File: src/rtl/uart_tx_framer.sv
// uart_tx_framer: packetizer in front of a byte-wide UART transmitter.
// Captures one result word plus a flag byte and emits the packet
//   SYNC_BYTE, flags, data bytes MSB-first, XOR checksum (flags ^ data bytes)
// one byte at a time through the transmitter's tx_start/tx_busy handshake.
module uart_tx_framer #(
    parameter int          DATA_BYTES = 2,
    parameter logic [7:0]  SYNC_BYTE  = 8'hA5
) (
    input  logic                      clk_i,
    input  logic                      rst_i,
    input  logic                      res_valid_i,
    output logic                      res_ready_o,
    input  logic [8*DATA_BYTES-1:0]   res_data_i,
    input  logic [7:0]                res_flags_i,
    output logic [7:0]                tx_data_o,
    output logic                      tx_start_o,
    input  logic                      tx_busy_i,
    output logic                      busy_o,
    output logic                      pkt_done_o
);

    localparam int PKT_LEN = DATA_BYTES + 3;
    localparam int IDX_W   = $clog2(PKT_LEN);

    localparam logic [IDX_W-1:0] IDX_SYNC  = IDX_W'(0);
    localparam logic [IDX_W-1:0] IDX_FLAGS = IDX_W'(1);
    localparam logic [IDX_W-1:0] IDX_LAST  = IDX_W'(PKT_LEN - 1);
    localparam logic [IDX_W-1:0] IDX_ONE   = IDX_W'(1);

    typedef enum logic [2:0] {
        ST_IDLE    = 3'd0,
        ST_SEND    = 3'd1,
        ST_WAIT_HI = 3'd2,
        ST_WAIT_LO = 3'd3,
        ST_DONE    = 3'd4
    } state_t;

    state_t                    state_q;
    logic [IDX_W-1:0]          idx_q;
    logic [8*DATA_BYTES-1:0]   data_q;
    logic [7:0]                flags_q;
    logic [7:0]                csum_q;
    logic [7:0]                tx_data_q;
    logic                      tx_start_q;
    logic                      pkt_done_q;
    logic                      ready_q;

    logic [7:0]                csum_d;
    logic [7:0]                data_byte_s;
    logic [7:0]                byte_d;

    // XOR of the flag byte and every result byte; the sync byte is not covered.
    function automatic logic [7:0] xor_checksum(
        input logic [7:0]              flags,
        input logic [8*DATA_BYTES-1:0] data
    );
        logic [7:0] acc;
        acc = flags;
        for (int k = 0; k < DATA_BYTES; k++) begin
            acc = acc ^ data[8*k +: 8];
        end
        return acc;
    endfunction

    // Checksum of the word currently offered, captured together with it.
    always_comb begin
        csum_d = xor_checksum(res_flags_i, res_data_i);
    end

    // Select the packet byte addressed by idx_q (data bytes go out MSB first).
    always_comb begin
        data_byte_s = 8'h00;
        for (int k = 0; k < DATA_BYTES; k++) begin
            data_byte_s = (idx_q == IDX_W'(k + 2)) ? data_q[8*(DATA_BYTES-1-k) +: 8]
                                                   : data_byte_s;
        end
        byte_d = (idx_q == IDX_SYNC)  ? SYNC_BYTE :
                 (idx_q == IDX_FLAGS) ? flags_q   :
                 (idx_q == IDX_LAST)  ? csum_q    : data_byte_s;
    end

    // Packet FSM: capture, per-byte start/busy handshake, completion pulse.
    always_ff @(posedge clk_i or posedge rst_i) begin
        if (rst_i) begin
            state_q    <= ST_IDLE;
            ready_q    <= 1'b1;
            idx_q      <= IDX_SYNC;
            data_q     <= '0;
            flags_q    <= 8'h00;
            csum_q     <= 8'h00;
            tx_data_q  <= 8'h00;
            tx_start_q <= 1'b0;
            pkt_done_q <= 1'b0;
        end else begin
            // Both strobes are single-cycle unless a state below raises them.
            tx_start_q <= 1'b0;
            pkt_done_q <= 1'b0;
            case (state_q)
                ST_IDLE: begin
                    if (res_valid_i) begin
                        data_q  <= res_data_i;
                        flags_q <= res_flags_i;
                        csum_q  <= csum_d;
                        idx_q   <= IDX_SYNC;
                        ready_q <= 1'b0;
                        state_q <= ST_SEND;
                    end else begin
                        state_q <= ST_IDLE;
                    end
                end
                ST_SEND: begin
                    // A transmitter still busy for someone else just delays us.
                    if (!tx_busy_i) begin
                        tx_data_q  <= byte_d;
                        tx_start_q <= 1'b1;
                        state_q    <= ST_WAIT_HI;
                    end else begin
                        state_q <= ST_SEND;
                    end
                end
                ST_WAIT_HI: begin
                    if (tx_busy_i) begin
                        state_q <= ST_WAIT_LO;
                    end else begin
                        state_q <= ST_WAIT_HI;
                    end
                end
                ST_WAIT_LO: begin
                    if (!tx_busy_i) begin
                        if (idx_q == IDX_LAST) begin
                            pkt_done_q <= 1'b1;
                            state_q    <= ST_DONE;
                        end else begin
                            idx_q   <= idx_q + IDX_ONE;
                            state_q <= ST_SEND;
                        end
                    end else begin
                        state_q <= ST_WAIT_LO;
                    end
                end
                ST_DONE: begin
                    ready_q <= 1'b1;
                    state_q <= ST_IDLE;
                end
                default: begin
                    ready_q <= 1'b1;
                    idx_q   <= IDX_SYNC;
                    state_q <= ST_IDLE;
                end
            endcase
        end
    end

    assign res_ready_o = ready_q;
    assign busy_o      = ~ready_q;
    assign tx_data_o   = tx_data_q;
    assign tx_start_o  = tx_start_q;
    assign pkt_done_o  = pkt_done_q;

endmodule

File: config.mk
export PLATFORM = sky130hd
export DESIGN_NAME = uart_tx_framer
export DESIGN_NICKNAME = d
export VERILOG_FILES = /design/src/rtl/uart_tx_framer.sv
export SDC_FILE = /design/constraint.sdc
export NUM_CORES = 1
export LEC_CHECK = 0
export BUFFER_PORTS_ARGS = -buffer_cell sky130_fd_sc_hd__buf_4
export CAP_MARGIN = 10
export CORE_ASPECT_RATIO = 1.2
export CORE_MARGIN = 1.5
export CORE_UTILIZATION = 55
export CTS_CLUSTER_DIAMETER = 120
export DETAILED_ROUTE_END_ITERATION = 16
export GPL_TIMING_DRIVEN = 0
export PLACE_DENSITY = 0.8
export SYNTH_ARGS = -nofsm -noshare
export SYNTH_HDL_FRONTEND = slang
export SYNTH_SLANG_ARGS = --single-unit
File: constraint.sdc
create_clock -name clk_i -period 4 [get_ports clk_i]
set_input_delay 0.8 -clock clk_i [delete_from_list [all_inputs] [get_ports clk_i]]
set_output_delay 0.8 -clock clk_i [all_outputs]
set_load 0.02 [all_outputs]
# Yosys cells after proc, flatten, opt, wreduce, memory -nomap -nowiden

Index checks and enable logic that the tools add are counted.

Register bits after elaboration: 49
Input bits: 28
Output and inout bits: 12
Word-level logic and storage cells: 57

$add $sub $neg: 1
Equality and inequality tests: 11
Muxes and demuxes: 22
Bitwise logic cells: 6
Reductions and logical operators: 8

Operators with widths:

| operator                                                        | count |
|---|---|
| 8-bit two-way mux                                               | 5 |
| 8-bit XOR                                                       | 2 |
| 3-bit two-way mux                                               | 5 |
| 3-bit by 2-bit == test with 1-bit output, second input constant | 4 |
| 3-bit case mux with 4 select lines                              | 1 |
| 3-bit case mux with 3 select lines                              | 1 |
| 1-bit two-way mux                                               | 8 |
| 3-bit by 1-bit == test with 1-bit output, second input constant | 2 |
| 3-bit == test, second input constant                            | 2 |
| 3-bit zero test                                                 | 2 |
| 2-bit inequality test, second input constant                    | 3 |
| 2-bit AND reduction                                             | 3 |
| 3-bit OR reduction                                              | 2 |
| 1-bit NOT                                                       | 4 |
| 4-bit AND reduction                                             | 1 |
| 3-bit by 1-bit adder with 3-bit output, second input constant   | 1 |
| 2-bit two-way mux                                               | 1 |
| 1-bit case mux with 2 select lines                              | 1 |

# Longest topological paths before layout

Depth in word-level cells: 6
Gate-level depth with buffers: 8

# Worst setup path after synthesis

OpenSTA, ideal clock, no wires.

Path kind: reg2reg
Start: reg idx_q[2]
End: reg tx_data_q[1] (netlist: tx_data_o[1])
Setup time: 87 ps
Arrival time: 1,999 ps
Data required time: 3,913 ps
Setup slack: 1,914 ps
Stages on the path, launching flop included: 9
Buffers on the path: 3
Clock period less this slack: 2,086 ps
Cell sequence: dfrtp_1 > clkbuf_1 > buf_1 > inv_1 > ha_1 > clkbuf_1 > nor3b_1 > a22oi_1 > a22oi_1

Longest elaborated chain between the ends: 6
Elaborated cells on any way between the ends: 10
Classes of those cells: eq/ne (4); mux (5); reduce/logical (1)

RTL lines:

| element                                  | RTL line | source |
|---|---|---|
| start: declaration                       | 39       | `logic [IDX_W-1:0] idx_q;` |
| start signal: assignment                 | 134      | `idx_q <= idx_q + IDX_ONE;` |
| 3-bit by 2-bit == test with 1-bit output | 74       | `data_byte_s = (idx_q == IDX_W'(k + 2)) ? data_q[8*(DATA_BYTES-1-k) +: 8]` |
| 8-bit two-way mux (2 in series)          | 74       |  |
| 8-bit two-way mux                        | 79       | `(idx_q == IDX_LAST) ? csum_q : data_byte_s;` |
| 8-bit two-way mux                        | 78       | `(idx_q == IDX_FLAGS) ? flags_q :` |
| 8-bit two-way mux (*)                    | 77       | `byte_d = (idx_q == IDX_SYNC) ? SYNC_BYTE :` |
| end signal: assignment                   | 114      | `tx_data_q <= byte_d;` |
| end: declaration                         | 43       | `logic [7:0] tx_data_q;` |

Every way passes the cells marked *; elsewhere a longest branch is shown, timed or not.
A chain may end at the register's enable or synchronous reset.

# Final worst setup path

Start: reg idx_q[2]
End: reg tx_data_q[6] (netlist: tx_data_o[6])

The elaborated chain is that of the path after synthesis.

==> summary.md <==
| Metric | Value |
|---|---|
| DP HPWL | `3.88 mm` |
| Latest clock arrival within the worst-skew pair | `0.31 ns` |
| Leak pwr | `between 1 and 1.5 nW` |
| Synth Area per Inst | `about 12 um^2` |
| Final nets | `299` |
| Yosys cell types | `43` |
| Die width | `between 60 and 70 um` |
| Syn nets | `252` |
| # H-tree levels | `2` |
| Largest delay contributor family on the critical path | `buffers and inverters` |
| Buffers added on ports | `39` |
| Worst slew margin | `62.7%` |
| Reg-to-Reg Start | `idx_q[2]` |
| Setup violations, final | `0` |
| Setup TNS Final | `0 ns` |
| Leading cell type in the layout, fill and taps excluded | `dfrtp_1` |
| Die Area | `5130 um^2` |
| Post-Syn Area | `around 2600 um^2` |
| CTS tree | `yes` |
| RSZ-0062 raised after global routing | `no` |
| Worst path bufs/invs | `4` |
| Crit path DAT | `3.08 ns` |
| R2R Path End | `tx_data_o[6]` |
| R2R setup slack | `1.14 ns` |
| Sequential area share after synthesis | `47.4%` |
| Post-DR wirelength/cell | `16.7 um` |
| Tcrit/Tclk final | `between 70% and 80%` |
| Slowest cell delay on critical path | `0.54 ns` |
| DRT Pass-1 Iters | `4` |
| Drt initial violations | `90` |
| Worst setup SP type | `register` |
| WL final | `5.41 mm` |
| Syn Inst Count | `219` |
| Gr ovfl total | `0` |
| Worst Max-Slew Pin Slew | `roughly 0.56 ns` |
| CP required | `approximately 4.2 ns` |
| Fmax | `roughly 350 MHz` |
| Crit path max-delay cell type | `nor3b_1` |
| Setup crit end kind | `register` |
| Worst Skew | `0.00796 ns` |
| Diode count | `0` |
| CTS resizes | `0` |
| CTS buffer count | `5` |
| CP Cell Sequence | `clkbuf_1 -> buf_1 -> inv_1 -> ha_1 -> clkbuf_1 -> nor3b_1 -> a22oi_1 -> a22oi_1` |
| First-pass GRT wire length | `between 9 and 10 mm` |
| Warnings from Yosys | `0` |
| Worst-path maximum fanout | `10` |
| Layout cells sized above 1 | `about 33%` |
| Max_cap viols | `0` |
| Root Buffer | `clkbuf_8` |
| Vias per cell | `5.82` |
| Via count | `1893` |
| Drt drc | `0` |
| Die height | `78.2 um` |
| Final hold slack | `0.422 ns` |
| Starting Density | `56.8%` |
| Core area | `4560 um^2` |
| Clk buf depth | `2` |
| Io pins | `40` |
| Vias in the first global route | `1939` |
| RD Place Congestion | `0.868` |
| Commonest non-fill, non-tap cells in the layout | `dfrtp_1, buf_4, mux2_4` |
| Initial antenna violation count | `0` |
| R2R depth | `8` |
| Routed Antenna Nets | `0` |
| Worst Setup Path Type | `reg -> reg` |
| Pin count of the biggest net entering global routing | `40` |
| #FFs+latches synth | `49` |
| Final Hold Fails | `0` |
| Site row count | `27` |
| Reg clk slew, reported paths | `0.08 ns` |
| Tmin final | `2.86 ns` |
| Max Slew Vio Count | `0` |
| Hold buffer count at cts | `0` |
| Cell Pwr Density | `around 740 nW/um^2` |
| Overall Global Routing Usage | `23.8%` |
| Hold Crit Class | `in -> async` |
| Post-CTS repair timing setup buffer count | `0` |
| Area grow syn2layout | `18.1%` |
| Status | `complete, no violations` |
| Max VDD drop | `roughly 0.35 mV` |
| Clock sink count | `between 40 and 50` |
-- worst max path at each step --
stage	from	to	slack (ns)	cells past startpoint
floorplan	idx_q[2]	tx_data_o[1]	1.91	8
global placement	idx_q[2]	tx_data_o[1]	1.31	8
detailed placement	idx_q[2]	tx_data_o[6]	1.18	8
CTS	idx_q[2]	tx_data_o[6]	1.15	8
global route	idx_q[2]	tx_data_o[6]	0.91	8
finish	idx_q[2]	tx_data_o[6]	1.14	8
-- synth_stat cells (all sizes together) --
master   n  share of area, %
a211oi   1              0.29
a21bo    1              0.39
a21boi   1              0.29
a21oi    2              0.39
a22o     4               1.4
a22oi    8               2.3
a31o     1              0.34
a31oi    5               1.2
and2     3              0.72
buf      9               3.6
clkbuf   7               1.0
clkinv   1              0.19
dfrtp   48                46
dfstp    1               1.0
ha       5               2.4
inv      6              0.87
mux2    25                14
mux2i    1              0.39
nand2   20               2.9
nand2b   3              0.72
nand3b   1              0.29
nand4    2              0.48
nor2     6              0.87
nor2b    1              0.24
nor3     1              0.19
nor3b    2              0.58
nor4     2              0.48
nor4bb   4               1.5
o211ai  10               2.9
o21a     1              0.29
o21ai    9               1.7
o21ba    1              0.39
o221ai   4               1.4
o22ai    3              0.72
or4      1              0.29
or4b     2              0.92
xnor2    9               3.0
xor2     8               2.7
-- logic make-up after synthesis --
family | count (synthesis) | synth area share (%)
AO/OA/AOI/OAI | 51 | 14.0
flip-flops | 49 | 47.4
AND/OR/NAND/NOR | 48 | 10.2
multiplexers | 26 | 14.6
buffers and inverters | 23 | 5.65
XOR/XNOR | 17 | 5.75
adder cells (fa/ha/maj) | 5 | 2.42
-- registers in the layout (all words and copies together) (netlist names) --
name,cells
data_q,16
csum_q,8
flags_q,8
tx_data_o,8
idx_q,3
state_q,3
pkt_done_o,1
res_ready_o,1
tx_start_o,1
-- layer usage --
layer	vias to the layer above	part of all wire [%]	track usage, %
met5	-	0	0
met4	0	2.5	9.79
met3	14	4.0	3.58
met2	62	51	39.6
met1	937	42	30.7
li1	880	-	-
-- final cells by class --
type | instances | area (um^2)
Multi-Input combinational cell | 147 | 1220
Fill cell | 371 | 1500
Buffer | 16 | 119
Timing Repair Buffer | 40 | 313
Sequential cell | 49 | 1230
Inverter | 7 | 27.5
Clock inverter | 2 | 10.0
Clock buffer | 6 | 72.6
Tap cell | 58 | 72.6
-- power breakdown --
| group | switching (mW) | internal, mW |
|---|---|---|
| clock | 0.161 | 0.121 |
| combinational | 0.536 | 0.570 |
| sequential | 0.149 | 0.731 |
-- worst reg2reg max path, cell delays in order (launching register included) --
cell	delay, ns
dfrtp_1	0.35
clkbuf_1	0.37
buf_1	0.42
inv_1	0.15
ha_1	0.31
clkbuf_1	0.28
nor3b_1	0.54
a22oi_1	0.14
a22oi_1	0.21
-- stage by stage --
stage | area (um^2) | std cells | utilization, % | power [mW] | setup WS, ns
detailed placement | 2980 | 317 | 65.2 | 1.98 | 1.18
floorplan | 2590 | 219 | - | 1.68 | 1.91
global route | 3060 | 325 | 67.1 | 2.43 | 0.914
finish | 3060 | 325 | 67.1 | 2.27 | 1.14
global placement | 2960 | 316 | 64.8 | 1.94 | 1.31
CTS | 3060 | 325 | 67.1 | 2.27 | 1.15
No activity file was read; power rests on OpenSTA's default activity.
